<file path="src/rtl/sd_host_pkg.sv">
// sd_host_pkg -- shared types and constants for the SD host controller.
// Holds the FSM state enum, the host register indices, the command codes,
// the ID value, the STAT bit positions and a STAT packing helper.
// Optional feature macro: SD_HOST_TIMEOUT_EN (used by sd_host_fsm).
package sd_host_pkg;

  typedef enum logic [2:0] {
    ST_IDLE,
    ST_ISSUE,
    ST_WAIT_START,
    ST_WAIT_DONE,
    ST_DONE
  } state_e;

  typedef enum logic [1:0] {
    MODE_NONE  = 2'd0,
    MODE_READ  = 2'd1,
    MODE_WRITE = 2'd2
  } sd_mode_e;

  localparam logic [2:0] REG_SEC0   = 3'd0;
  localparam logic [2:0] REG_SEC1   = 3'd1;
  localparam logic [2:0] REG_SEC2   = 3'd2;
  localparam logic [2:0] REG_SEC3   = 3'd3;
  localparam logic [2:0] REG_CMD    = 3'd4;  // write: command, read: STAT
  localparam logic [2:0] REG_SDSTAT = 3'd5;
  localparam logic [2:0] REG_IRQ    = 3'd6;
  localparam logic [2:0] REG_ID     = 3'd7;

  localparam logic [7:0] CMD_READ  = 8'h01;
  localparam logic [7:0] CMD_WRITE = 8'h02;
  localparam logic [7:0] CMD_CLEAR = 8'h80;
  localparam logic [7:0] ID_VALUE  = 8'h5D;

  localparam int STAT_BUSY        = 7;
  localparam int STAT_DONE        = 6;
  localparam int STAT_ERR_START   = 5;
  localparam int STAT_ERR_TIMEOUT = 4;
  localparam int STAT_ERR_REJ     = 3;

  function automatic logic [7:0] pack_stat(input logic busy, input logic done,
                                           input logic err_start, input logic err_timeout,
                                           input logic err_rej, input logic [1:0] mode);
    logic [7:0] s;
    s = {6'b0, mode};
    s[STAT_BUSY]        = busy;
    s[STAT_DONE]        = done;
    s[STAT_ERR_START]   = err_start;
    s[STAT_ERR_TIMEOUT] = err_timeout;
    s[STAT_ERR_REJ]     = err_rej;
    return s;
  endfunction

endpackage

</file>
<file path="src/rtl/sd_host_if.sv">
// sd_host_if -- host register bus of the SD host controller.
// Signals: HOST_WR/HOST_RD one-cycle strobes, HOST_ADDR register index,
// HOST_WDATA write data, HOST_RDATA registered read data, HOST_RVALID
// read-data strobe. master = host side, slave = controller side.
interface sd_host_if;
  logic       HOST_WR;
  logic       HOST_RD;
  logic [2:0] HOST_ADDR;
  logic [7:0] HOST_WDATA;
  logic [7:0] HOST_RDATA;
  logic       HOST_RVALID;

  modport master (output HOST_WR, HOST_RD, HOST_ADDR, HOST_WDATA,
                  input  HOST_RDATA, HOST_RVALID);
  modport slave  (input  HOST_WR, HOST_RD, HOST_ADDR, HOST_WDATA,
                  output HOST_RDATA, HOST_RVALID);
endinterface

</file>
<file path="src/rtl/sd_host_fsm.sv">
// sd_host_fsm -- command sequencer and timers of the SD host controller.
// Ports: CLK, RESET (sync, active-high); decoded host commands (read, write,
// clear, irq ack); sector_i from the register file; sd_if_busy_i from the
// SD interface; SD request outputs (enable pulse, mode, sector); stat_o
// (STAT byte) and irq_pend_o.
// Optional feature: SD_HOST_TIMEOUT_EN builds the WAIT_DONE timeout counter.
//
// state         | meaning
// --------------+---------------------------------------------------------
// ST_IDLE       | no operation since reset
// ST_ISSUE      | SD_ENABLE high for this single cycle
// ST_WAIT_START | waiting up to START_WINDOW cycles for SD busy to rise
// ST_WAIT_DONE  | waiting for SD busy to fall (optionally with timeout)
// ST_DONE       | operation finished, result in STAT; accepts new command
module sd_host_fsm
  import sd_host_pkg::*;
#(
  parameter logic [23:0] TIMEOUT_CYCLES = 24'd10_000_000,
  parameter int unsigned START_WINDOW   = 16
) (
  input  logic        CLK,
  input  logic        RESET,
  input  logic        cmd_read_i,
  input  logic        cmd_write_i,
  input  logic        cmd_clear_i,
  input  logic        irq_ack_i,
  input  logic [31:0] sector_i,
  input  logic        sd_if_busy_i,
  output logic        sd_enable_o,
  output logic [1:0]  sd_mode_o,
  output logic [31:0] sd_sector_o,
  output logic [7:0]  stat_o,
  output logic        irq_pend_o
);

  if (TIMEOUT_CYCLES == 24'd0 || START_WINDOW == 0 || START_WINDOW > 65536) begin : g_param_chk
    $error("sd_host_fsm: TIMEOUT_CYCLES and START_WINDOW must be nonzero");
  end

  state_e      state_q;
  logic        sd_enable_q;
  logic [1:0]  mode_q;
  logic [31:0] sector_q;
  logic        done_q, err_start_q, err_to_q, err_rej_q, irq_pend_q;
  logic [15:0] start_cnt_q;
`ifdef SD_HOST_TIMEOUT_EN
  logic [23:0] to_cnt_q;
`endif

  logic issue, busy;
  assign issue = cmd_read_i | cmd_write_i;
  assign busy  = (state_q == ST_ISSUE) || (state_q == ST_WAIT_START) ||
                 (state_q == ST_WAIT_DONE);

  // Order matters: the clear/ack at the top is overridden by a DONE entry
  // in the case below, so a completion never loses its pending interrupt.
  always_ff @(posedge CLK) begin
    if (RESET) begin
      state_q     <= ST_IDLE;
      sd_enable_q <= 1'b0;
      mode_q      <= MODE_NONE;
      sector_q    <= '0;
      done_q      <= 1'b0;
      err_start_q <= 1'b0;
      err_to_q    <= 1'b0;
      err_rej_q   <= 1'b0;
      irq_pend_q  <= 1'b0;
      start_cnt_q <= '0;
`ifdef SD_HOST_TIMEOUT_EN
      to_cnt_q    <= '0;
`endif
    end else begin
      sd_enable_q <= 1'b0;
      if (cmd_clear_i) begin
        done_q      <= 1'b0;
        err_start_q <= 1'b0;
        err_to_q    <= 1'b0;
        err_rej_q   <= 1'b0;
        irq_pend_q  <= 1'b0;
      end
      if (irq_ack_i) irq_pend_q <= 1'b0;

      case (state_q)
        ST_IDLE, ST_DONE: begin
          if (issue) begin
            state_q     <= ST_ISSUE;
            sd_enable_q <= 1'b1;
            mode_q      <= cmd_read_i ? MODE_READ : MODE_WRITE;
            sector_q    <= sector_i;
            done_q      <= 1'b0;
            err_start_q <= 1'b0;
            err_to_q    <= 1'b0;
            err_rej_q   <= 1'b0;
          end
        end
        ST_ISSUE: begin
          state_q     <= ST_WAIT_START;
          start_cnt_q <= 16'(START_WINDOW - 1);
          if (issue) err_rej_q <= 1'b1;
        end
        ST_WAIT_START: begin
          if (sd_if_busy_i) begin
            state_q <= ST_WAIT_DONE;
`ifdef SD_HOST_TIMEOUT_EN
            to_cnt_q <= '0;
`endif
          end else if (start_cnt_q == 16'd0) begin
            state_q     <= ST_DONE;
            err_start_q <= 1'b1;
            irq_pend_q  <= 1'b1;
          end else begin
            start_cnt_q <= start_cnt_q - 16'd1;
          end
          if (issue) err_rej_q <= 1'b1;
        end
        ST_WAIT_DONE: begin
          if (!sd_if_busy_i) begin
            state_q    <= ST_DONE;
            done_q     <= 1'b1;
            irq_pend_q <= 1'b1;
          end
`ifdef SD_HOST_TIMEOUT_EN
          else if (to_cnt_q == TIMEOUT_CYCLES - 24'd1) begin
            state_q    <= ST_DONE;
            err_to_q   <= 1'b1;
            irq_pend_q <= 1'b1;
          end else if (to_cnt_q != 24'hFF_FFFF) begin
            to_cnt_q <= to_cnt_q + 24'd1;
          end
`endif
          if (issue) err_rej_q <= 1'b1;
        end
        default: state_q <= ST_IDLE;
      endcase
    end
  end

  assign sd_enable_o = sd_enable_q;
  assign sd_mode_o   = mode_q;
  assign sd_sector_o = sector_q;
  assign irq_pend_o  = irq_pend_q;
  assign stat_o      = pack_stat(busy, done_q, err_start_q, err_to_q, err_rej_q, mode_q);

endmodule

</file>
<file path="src/rtl/sd_host_ctrl.sv">
// sd_host_ctrl -- SD host controller top: host register file, read mux and
// command decode; sequencing is in sd_host_fsm.
// Ports: CLK, RESET (sync, active-high); host (sd_host_if.slave register
// bus); SD_ENABLE/SD_MODE/SD_SECTOR request to the SD interface;
// SD_IF_BUSY/SD_STATUS_IN from it; IRQ level completion interrupt.
// Optional feature: SD_HOST_TIMEOUT_EN enables the WAIT_DONE timeout.
module sd_host_ctrl
  import sd_host_pkg::*;
#(
  parameter logic [23:0] TIMEOUT_CYCLES = 24'd10_000_000,
  parameter int unsigned START_WINDOW   = 16
) (
  input  logic        CLK,
  input  logic        RESET,
  sd_host_if.slave    host,
  output logic        SD_ENABLE,
  output logic [1:0]  SD_MODE,
  output logic [31:0] SD_SECTOR,
  input  logic        SD_IF_BUSY,
  input  logic [7:0]  SD_STATUS_IN,
  output logic        IRQ
);

  logic [31:0] sector_q;
  logic        irq_en_q;
  logic [7:0]  rdata_q, rdata_d;
  logic        rvalid_q;
  logic        cmd_we, cmd_read, cmd_write, cmd_clear, irq_ack, irq_pend;
  logic [7:0]  stat;

  assign cmd_we    = host.HOST_WR && (host.HOST_ADDR == REG_CMD);
  assign cmd_read  = cmd_we && (host.HOST_WDATA == CMD_READ);
  assign cmd_write = cmd_we && (host.HOST_WDATA == CMD_WRITE);
  assign cmd_clear = cmd_we && (host.HOST_WDATA == CMD_CLEAR);
  assign irq_ack   = host.HOST_WR && (host.HOST_ADDR == REG_IRQ) && host.HOST_WDATA[7];

  sd_host_fsm #(
    .TIMEOUT_CYCLES (TIMEOUT_CYCLES),
    .START_WINDOW   (START_WINDOW)
  ) u_fsm (
    .CLK          (CLK),
    .RESET        (RESET),
    .cmd_read_i   (cmd_read),
    .cmd_write_i  (cmd_write),
    .cmd_clear_i  (cmd_clear),
    .irq_ack_i    (irq_ack),
    .sector_i     (sector_q),
    .sd_if_busy_i (SD_IF_BUSY),
    .sd_enable_o  (SD_ENABLE),
    .sd_mode_o    (SD_MODE),
    .sd_sector_o  (SD_SECTOR),
    .stat_o       (stat),
    .irq_pend_o   (irq_pend)
  );

  // Mux reads the current (pre-write) register values, so a read and write
  // to the same register in one cycle returns the old contents.
  always_comb begin
    rdata_d = '0;
    case (host.HOST_ADDR)
      REG_SEC0:   rdata_d = sector_q[7:0];
      REG_SEC1:   rdata_d = sector_q[15:8];
      REG_SEC2:   rdata_d = sector_q[23:16];
      REG_SEC3:   rdata_d = sector_q[31:24];
      REG_CMD:    rdata_d = stat;
      REG_SDSTAT: rdata_d = SD_STATUS_IN;
      REG_IRQ:    rdata_d = {7'b0, irq_en_q};
      REG_ID:     rdata_d = ID_VALUE;
      default:    rdata_d = '0;
    endcase
  end

  always_ff @(posedge CLK) begin
    if (RESET) begin
      sector_q <= '0;
      irq_en_q <= 1'b0;
      rdata_q  <= '0;
      rvalid_q <= 1'b0;
    end else begin
      if (host.HOST_WR) begin
        case (host.HOST_ADDR)
          REG_SEC0: sector_q[7:0]   <= host.HOST_WDATA;
          REG_SEC1: sector_q[15:8]  <= host.HOST_WDATA;
          REG_SEC2: sector_q[23:16] <= host.HOST_WDATA;
          REG_SEC3: sector_q[31:24] <= host.HOST_WDATA;
          REG_IRQ:  irq_en_q        <= host.HOST_WDATA[0];
          default:  ;
        endcase
      end
      rvalid_q <= host.HOST_RD;
      if (host.HOST_RD) rdata_q <= rdata_d;
    end
  end

  assign host.HOST_RDATA  = rdata_q;
  assign host.HOST_RVALID = rvalid_q;
  assign IRQ              = irq_pend & irq_en_q;

endmodule

</file>
<file path="src/flat_wrapper.sv">
// flat-port wrapper written by rule: the top's interface ports become plain ports
module sd_host_ctrl_flat import sd_host_pkg::*;
#(
  parameter logic [23:0] TIMEOUT_CYCLES = 24'd10_000_000,
  parameter int unsigned START_WINDOW   = 16
)
  (CLK, RESET, SD_ENABLE, SD_MODE, SD_SECTOR, SD_IF_BUSY, SD_STATUS_IN, IRQ, host_HOST_WR, host_HOST_RD, host_HOST_ADDR, host_HOST_WDATA, host_HOST_RDATA, host_HOST_RVALID);
  sd_host_if host_i ();
  input  logic CLK;
  input  logic RESET;
  output logic SD_ENABLE;
  output logic [1:0] SD_MODE;
  output logic [31:0] SD_SECTOR;
  input  logic SD_IF_BUSY;
  input  logic [7:0] SD_STATUS_IN;
  output logic IRQ;
  input wire logic [$bits(host_i.HOST_WR)-1:0] host_HOST_WR;
  input wire logic [$bits(host_i.HOST_RD)-1:0] host_HOST_RD;
  input wire logic [$bits(host_i.HOST_ADDR)-1:0] host_HOST_ADDR;
  input wire logic [$bits(host_i.HOST_WDATA)-1:0] host_HOST_WDATA;
  output wire logic [$bits(host_i.HOST_RDATA)-1:0] host_HOST_RDATA;
  output wire logic [$bits(host_i.HOST_RVALID)-1:0] host_HOST_RVALID;
  assign host_i.HOST_WR = host_HOST_WR;
  assign host_i.HOST_RD = host_HOST_RD;
  assign host_i.HOST_ADDR = host_HOST_ADDR;
  assign host_i.HOST_WDATA = host_HOST_WDATA;
  assign host_HOST_RDATA = host_i.HOST_RDATA;
  assign host_HOST_RVALID = host_i.HOST_RVALID;
  sd_host_ctrl #(.TIMEOUT_CYCLES(TIMEOUT_CYCLES), .START_WINDOW(START_WINDOW)) u_core (.CLK(CLK), .RESET(RESET), .host(host_i), .SD_ENABLE(SD_ENABLE), .SD_MODE(SD_MODE), .SD_SECTOR(SD_SECTOR), .SD_IF_BUSY(SD_IF_BUSY), .SD_STATUS_IN(SD_STATUS_IN), .IRQ(IRQ));
endmodule
</file>
<file path="config.mk">
export PLATFORM = sky130hd
export DESIGN_NAME = sd_host_ctrl_flat
export DESIGN_NICKNAME = d
export VERILOG_FILES = /design/src/rtl/sd_host_pkg.sv /design/src/rtl/sd_host_if.sv /design/src/rtl/sd_host_fsm.sv /design/src/rtl/sd_host_ctrl.sv /design/src/flat_wrapper.sv
export SDC_FILE = /design/constraint.sdc
export NUM_CORES = 1
export LEC_CHECK = 0
export BUFFER_PORTS_ARGS = -buffer_cell sky130_fd_sc_hd__buf_2
export CORE_UTILIZATION = 35
export CTS_CLUSTER_DIAMETER = 150
export CTS_CLUSTER_SIZE = 12
export DETAILED_ROUTE_END_ITERATION = 8
export GPL_TIMING_DRIVEN = 0
export HOLD_SLACK_MARGIN = 0.15
export PLACE_DENSITY_LB_ADDON = 0.25
export SKIP_LAST_GASP = 1
export SLEW_MARGIN = 40
export SYNTH_ARGS = -nofsm -noshare
export SYNTH_HDL_FRONTEND = slang
export SYNTH_HIERARCHICAL = 1
export SYNTH_SLANG_ARGS = --single-unit
</file>
<file path="constraint.sdc">
create_clock -name CLK -period 5.6 [get_ports CLK]
set_input_delay 0.28 -clock CLK [delete_from_list [all_inputs] [get_ports CLK]]
set_output_delay 0.28 -clock CLK [all_outputs]
set_load 0.1 [all_outputs]
</file>
Word level (Yosys, flattened, before mapping) --
Cells that the tools add are included.
Word-level totals: register bits after elaboration 101, input port bits 24
Operators by class: add/sub/neg operators 1, equal/unequal tests 19, multiplexer cells 33, bitwise operators 3, reduce and logical (&&, ||, !) cells 23
Operator list (count):
- 8-bit one-hot mux with 8 select lines | 1
- 16-bit 2-to-1 mux | 2
- 16-bit one-hot mux with 2 select lines | 1
- 1-bit 2-to-1 mux | 19
- 16-bit zero test | 1
- 16-bit by 1-bit subtractor with 16-bit output (second input constant) | 1
- 3-bit == test (second input constant) | 5
- 3-bit by 2-bit == test with 1-bit output (second input constant) | 4
- 3-bit 2-to-1 mux | 4
- 3-bit one-hot mux with 4 select lines | 1
- 2-bit AND reduction | 6
- 8-bit by 1-bit == test with 1-bit output (second input constant) | 1
- 8-bit by 2-bit == test with 1-bit output (second input constant) | 1
- 8-bit == test (second input constant) | 1
- 2-bit != test (second input constant) | 4
- 1-bit one-hot mux with 2 select lines | 4
- 3-bit by 1-bit == test with 1-bit output (second input constant) | 2
- 1-bit logical AND | 6
- 3-bit zero test | 2
- 3-bit AND reduction | 2
- 2-bit OR reduction | 2
- 3-bit by 2-bit != test with 1-bit output (second input constant) | 1
- 3-bit OR reduction | 1
- 1-bit logical OR | 2
- other kinds (5) | 5

Depth between registers and ports, before layout --
depth after elaboration 8, gate-level depth with buffers 10

Hierarchy --
Netlist, hierarchy kept.
Modules (own cells, without submodules):
- sd_host_fsm | times used 1, cells each 295, area each 2492.4 µm², seq. area each 1181.1 µm²
- sd_host_ctrl | times used 1, cells each 262, area each 2062.0 µm², seq. area each 840.8 µm²

Least setup slack after synthesis --
No wires, ideal clock.
path kind input-to-reg, start input host_HOST_ADDR[1], end register u_core.u_fsm.sector_q[17] (netlist: u_core/u_fsm/sd_sector_o[17]), arrival time 2.716 ns, data required time 5.530 ns, path slack 2.814 ns, cell stages on the path 10, buffers on the path 2, cell sequence buf_6 > nor2_4 > nand4_1 > or4_4 > nor4b_1 > nor2_1 > nor3_1 > clkbuf_1 > nand2_1 > a21oi_1
On the way: word-level cells in the longest chain between the ends 5, elaborated cells between the ends (all ways) 6
Ends and longest elaborated chain:
- from (decl) | RTL line flat_wrapper.sv:19 | input wire logic [$bits(host_i.HOST_ADDR)-1:0] host_HOST_ADDR;
- 3-bit == test | RTL line sd_host_ctrl.sv:31 | assign cmd_we = host.HOST_WR && (host.HOST_ADDR == REG_CMD);
- 1-bit logical AND | RTL line sd_host_ctrl.sv:31
- 1-bit logical AND | RTL line sd_host_ctrl.sv:32 | assign cmd_read = cmd_we && (host.HOST_WDATA == CMD_READ);
- named net u_core.cmd_read | RTL line sd_host_ctrl.sv:28 | logic cmd_we, cmd_read, cmd_write, cmd_clear, irq_ack, irq_pend;
- 1-bit bitwise OR | RTL line sd_host_fsm.sv:51 | assign issue = cmd_read_i | cmd_write_i;
- 2-bit AND reduction (no line)
- to (signal assigned) | RTL line sd_host_fsm.sv:89 | sector_q <= sector_i;
- to (decl) | RTL line sd_host_fsm.sv:43 | logic [31:0] sector_q;
The timed path passes the listed nets, and every way through them passes these cells. A chain may end at the register's enable or synchronous reset.

Final worst setup path --
start input host_HOST_ADDR[1], end register u_core.u_fsm.sector_q[9] (netlist: u_core/u_fsm/sd_sector_o[9])
On the way: word-level cells in the longest chain between the ends 5, elaborated cells between the ends (all ways) 6
Ends and longest elaborated chain:
- 3-bit == test | RTL line sd_host_ctrl.sv:31
- 1-bit logical AND | RTL line sd_host_ctrl.sv:31
- 1-bit logical AND | RTL line sd_host_ctrl.sv:33 | assign cmd_write = cmd_we && (host.HOST_WDATA == CMD_WRITE);
- named net u_core.cmd_write | RTL line sd_host_ctrl.sv:28
- 1-bit bitwise OR | RTL line sd_host_fsm.sv:51
- 2-bit AND reduction (no line)
The timed path passes the listed nets, and every way through them passes these cells.

==> metrics.md <==
| Metric | Value |
|---|---|
| Skew final | `0.00927 ns` |
| Row cnt | `41` |
| Worst path max stage delay | `0.51 ns` |
| CTS Root Buffer Type | `clkbuf_16` |
| Nets | `660` |
| Die area | `0.0135 sq mm` |
| Hold WS | `about 0.26 ns` |
| Hpwl dp | `9700 um` |
| Worst min path class | `input port to flop` |
| CTS Buf Count | `9` |
| Sequential cell area | `0.00202 sq mm` |
| Mean post-synth cell area | `8.18 sq um` |
| Post-route ant nets | `0` |
| I/O pin count | `69` |
| Critical Path Start Type | `input port` |
| Mapped Cells | `557` |
| Die Y | `between 100 and 150 um` |
| Starting DRT DRC Count | `277` |
| Core Area | `0.0127 sq mm` |
| WS Path Type | `input port to flop` |
| Layout cell share with drive strength beyond 1 | `0.189` |
| Detailed-route vias per instance | `about 5.1` |
| Area leader, netlist | `dfxtp_1` |
| Final core utilization | `0.429` |
| First-pass GRT wire length | `20,500 um` |
| CP Cell Sequence | `buf_2, buf_6, nor2_4, nand4_1, or4_4, nor4b_2, nor2_1, nor3_2, clkbuf_1, nand2_1, a21oi_1` |
| Worst Path Max Fanout | `10` |
| Library cells used by synthesis | `56` |
| GRT Total Usage | `0.205` |
| Initial Util | `0.359` |
| CTS max path bufs | `2` |
| Seq/Total Area, Yosys | `0.444` |
| Relative slew margins | `0.536` |
| Max frequency | `0.355 GHz` |
| IO buf count | `66` |
| RSZ-0062 raised after global routing | `no` |
| Slew @ Worst Pin | `0.691 ns` |
| CTS sink cnt | `101` |
| Resized Gates After CTS | `0` |
| Async set-or-reset flop fraction in the synthesized netlist | `0` |
| Synth Cell Area | `0.00455 sq mm` |
| Leading register cell type out of synthesis | `dfxtp_1` |
| Gr ovfl total | `0` |
| DRC violations left | `0` |
| Initial antenna violation count | `0` |
| Synthesis Warnings | `6` |
| Tcrit/Tclk final | `0.503` |
| Min cycle time layout | `around 2.8 ns` |
| N_diodes | `0` |
| Status | `completed` |
| Net Count, Synth | `583` |
| Worst setup EP type | `flop` |
| CTS tree | `done` |
| Largest net degree at the start of global routing | `16` |
| WL final | `13,200 um` |
| Final Non-Filler Cells | `811` |
| Flops & latches, synth | `101` |
| Area contributors post-synth | `dfxtp_1, nand2_1, a21oi_1` |
| CP required | `5.88 ns` |
| Synth-to-Final Area Change | `19.2%` |
| Worst skew pair latency | `roughly 0.35 ns` |
| Power Density | `between 200 and 300 mW/mm^2` |
| Slowest CP cell | `nor3_2` |
| Postcts setup bufs | `0` |
| Final Max Slew Viols | `0` |
| Top cell type's share of synthesized area | `0.444` |
| DR vias | `4,126` |
| Final hold viol count | `0` |
| Count leader, synth | `nand2_1` |
| Leak | `between 2 and 2.5 nW` |
| DR WL/cell | `16.3 um` |
| EDFF count, synth | `0` |
| Vias in the first global route | `3,899` |
| Dpl cells | `795` |
| Critical Path AT | `3.09 ns` |
| Clock-pin slew on the worst setup and hold paths | `0.07 ns` |
| Routability Congestion | `0.934` |
| Post-synth top cells | `nand2_1, dfxtp_1, a21oi_1, nor2_1, clkbuf_1` |
| Count of final setup violators | `0` |
| H-tree Lvls | `3` |
| VDD IR max | `around 0.16 mV` |
| MaxCap Viol Count | `0` |
| Die X-Extent | `116 um` |
| Area of the multi-input gates | `0.00227 sq mm` |
| Cts hold-fix bufs | `0` |
| Final TNS setup | `0 ns` |
| Drt pass-1 iters | `5` |
| Fillers | `between 1,000 and 1,500` |
power breakdown:
group	switching, mW	internal (mW)	total [mW]	leakage, nW
registers	0.00641	0.726	0.733	0.816
logic	0.0897	0.0322	0.122	1.04
clock network	0.269	0.383	0.651	0.152
final timing paths:
check,startpoint,to,slack [ns],cells past startpoint
hold reg to reg,u_core/u_fsm/sd_sector_o[3]$_SDFFE_PP0P_,u_core/u_fsm/sd_sector_o[3]$_SDFFE_PP0P_,0.45,2
setup reg to reg,u_core/u_fsm/state_q[0]$_SDFFE_PP0P_,u_core/u_fsm/sd_sector_o[8]$_SDFFE_PP0P_,3.42,6
hold / removal,host_HOST_WDATA[2],u_core/sector_q[26]$_SDFFE_PP0P_,0.26,3
setup / recovery,host_HOST_ADDR[1],u_core/u_fsm/sd_sector_o[9]$_SDFFE_PP0P_,2.78,11
worst max-delay path: cells and delay by family:
family / cells / cell delay (ns)
simple gates: 7 / 1.94
compound gates: 1 / 0.15
buf+inv: 3 / 0.73
cell usage in the layout (no fill, tap or decap), types with 3 or more instances in the layout:
cell type    n
mux2i_1      6
clkbuf_8     3
clkbuf_1    24
a22o_1       5
a21oi_1     77
clkbuf_16    9
nor4_1       6
inv_1       16
dfxtp_1    101
xnor2_1     12
nand2b_1     5
or3_1        4
or4_1        4
nor3b_1      3
nand3_1      7
buf_6        3
o21ai_0     13
o32ai_1      6
a211oi_1    10
buf_4       11
buf_2       68
nor3_4       4
nor2b_1     10
nor4b_2      3
nor2_1      29
nand2_1    143
a222oi_1     4
nor3_1       9
kinds of logic after synthesis:
logic type      after synthesis  synth area share
xor+xnor                     12            0.0231
flops                       101             0.444
compound gates              132             0.179
mux                           8            0.0181
buf+inv                      56            0.0607
simple gates                245             0.269
other cells                   1          0.000823
fa+ha+maj                     2           0.00549
area by class of cell:
class                   count  area share
well taps                 172      0.0396
multi-input cells         400       0.419
clock inverters             3     0.00783
clock buffers              13      0.0498
flip-flops and latches    101       0.372
repair buffers             66      0.0608
plain buffers              39      0.0392
inverters                  17      0.0118
state kept, by name, indices dropped and copies added (netlist names):
| register | flops |
|---|---|
| u_core/u_fsm/err_rej_q | 1 |
| u_core/u_fsm/start_cnt_q | 16 |
| u_core/u_fsm/done_q | 1 |
| u_core/u_fsm/irq_pend_o | 1 |
| u_core/u_fsm/sd_enable_o | 1 |
| u_core/host.HOST_RDATA | 8 |
| u_core/host.HOST_RVALID | 1 |
| u_core/sector_q | 32 |
| u_core/u_fsm/state_q | 3 |
| u_core/u_fsm/sd_mode_o | 2 |
| u_core/u_fsm/err_to_q | 1 |
| u_core/u_fsm/sd_sector_o | 32 |
| u_core/irq_en_q | 1 |
| u_core/u_fsm/err_start_q | 1 |
metrics by stage:
| step | total power, mW | setup slack (ns) | instance area [sq um] |
|---|---|---|---|
| after floorplan | 0.826 | 2.81 | 4550 |
| final | 1.51 | 2.78 | 5430 |
| after global placement | 0.868 | 1.83 | 5100 |
| after detailed placement | 0.868 | 2.14 | 5100 |
| after global routing | 1.56 | 2.56 | 5430 |
| after CTS | 1.52 | 2.49 | 5420 |
metal layers:
metal / wire, um / track usage / up-vias
li1: - / - / 2063
met1: 6270 / 0.271 / 1939
met2: 5870 / 0.323 / 101
met3: 709 / 0.0465 / 23
met4: 359 / 0.0855 / 0
met5: 0 / 0 / -
Power figures use the tool's default switching activity.
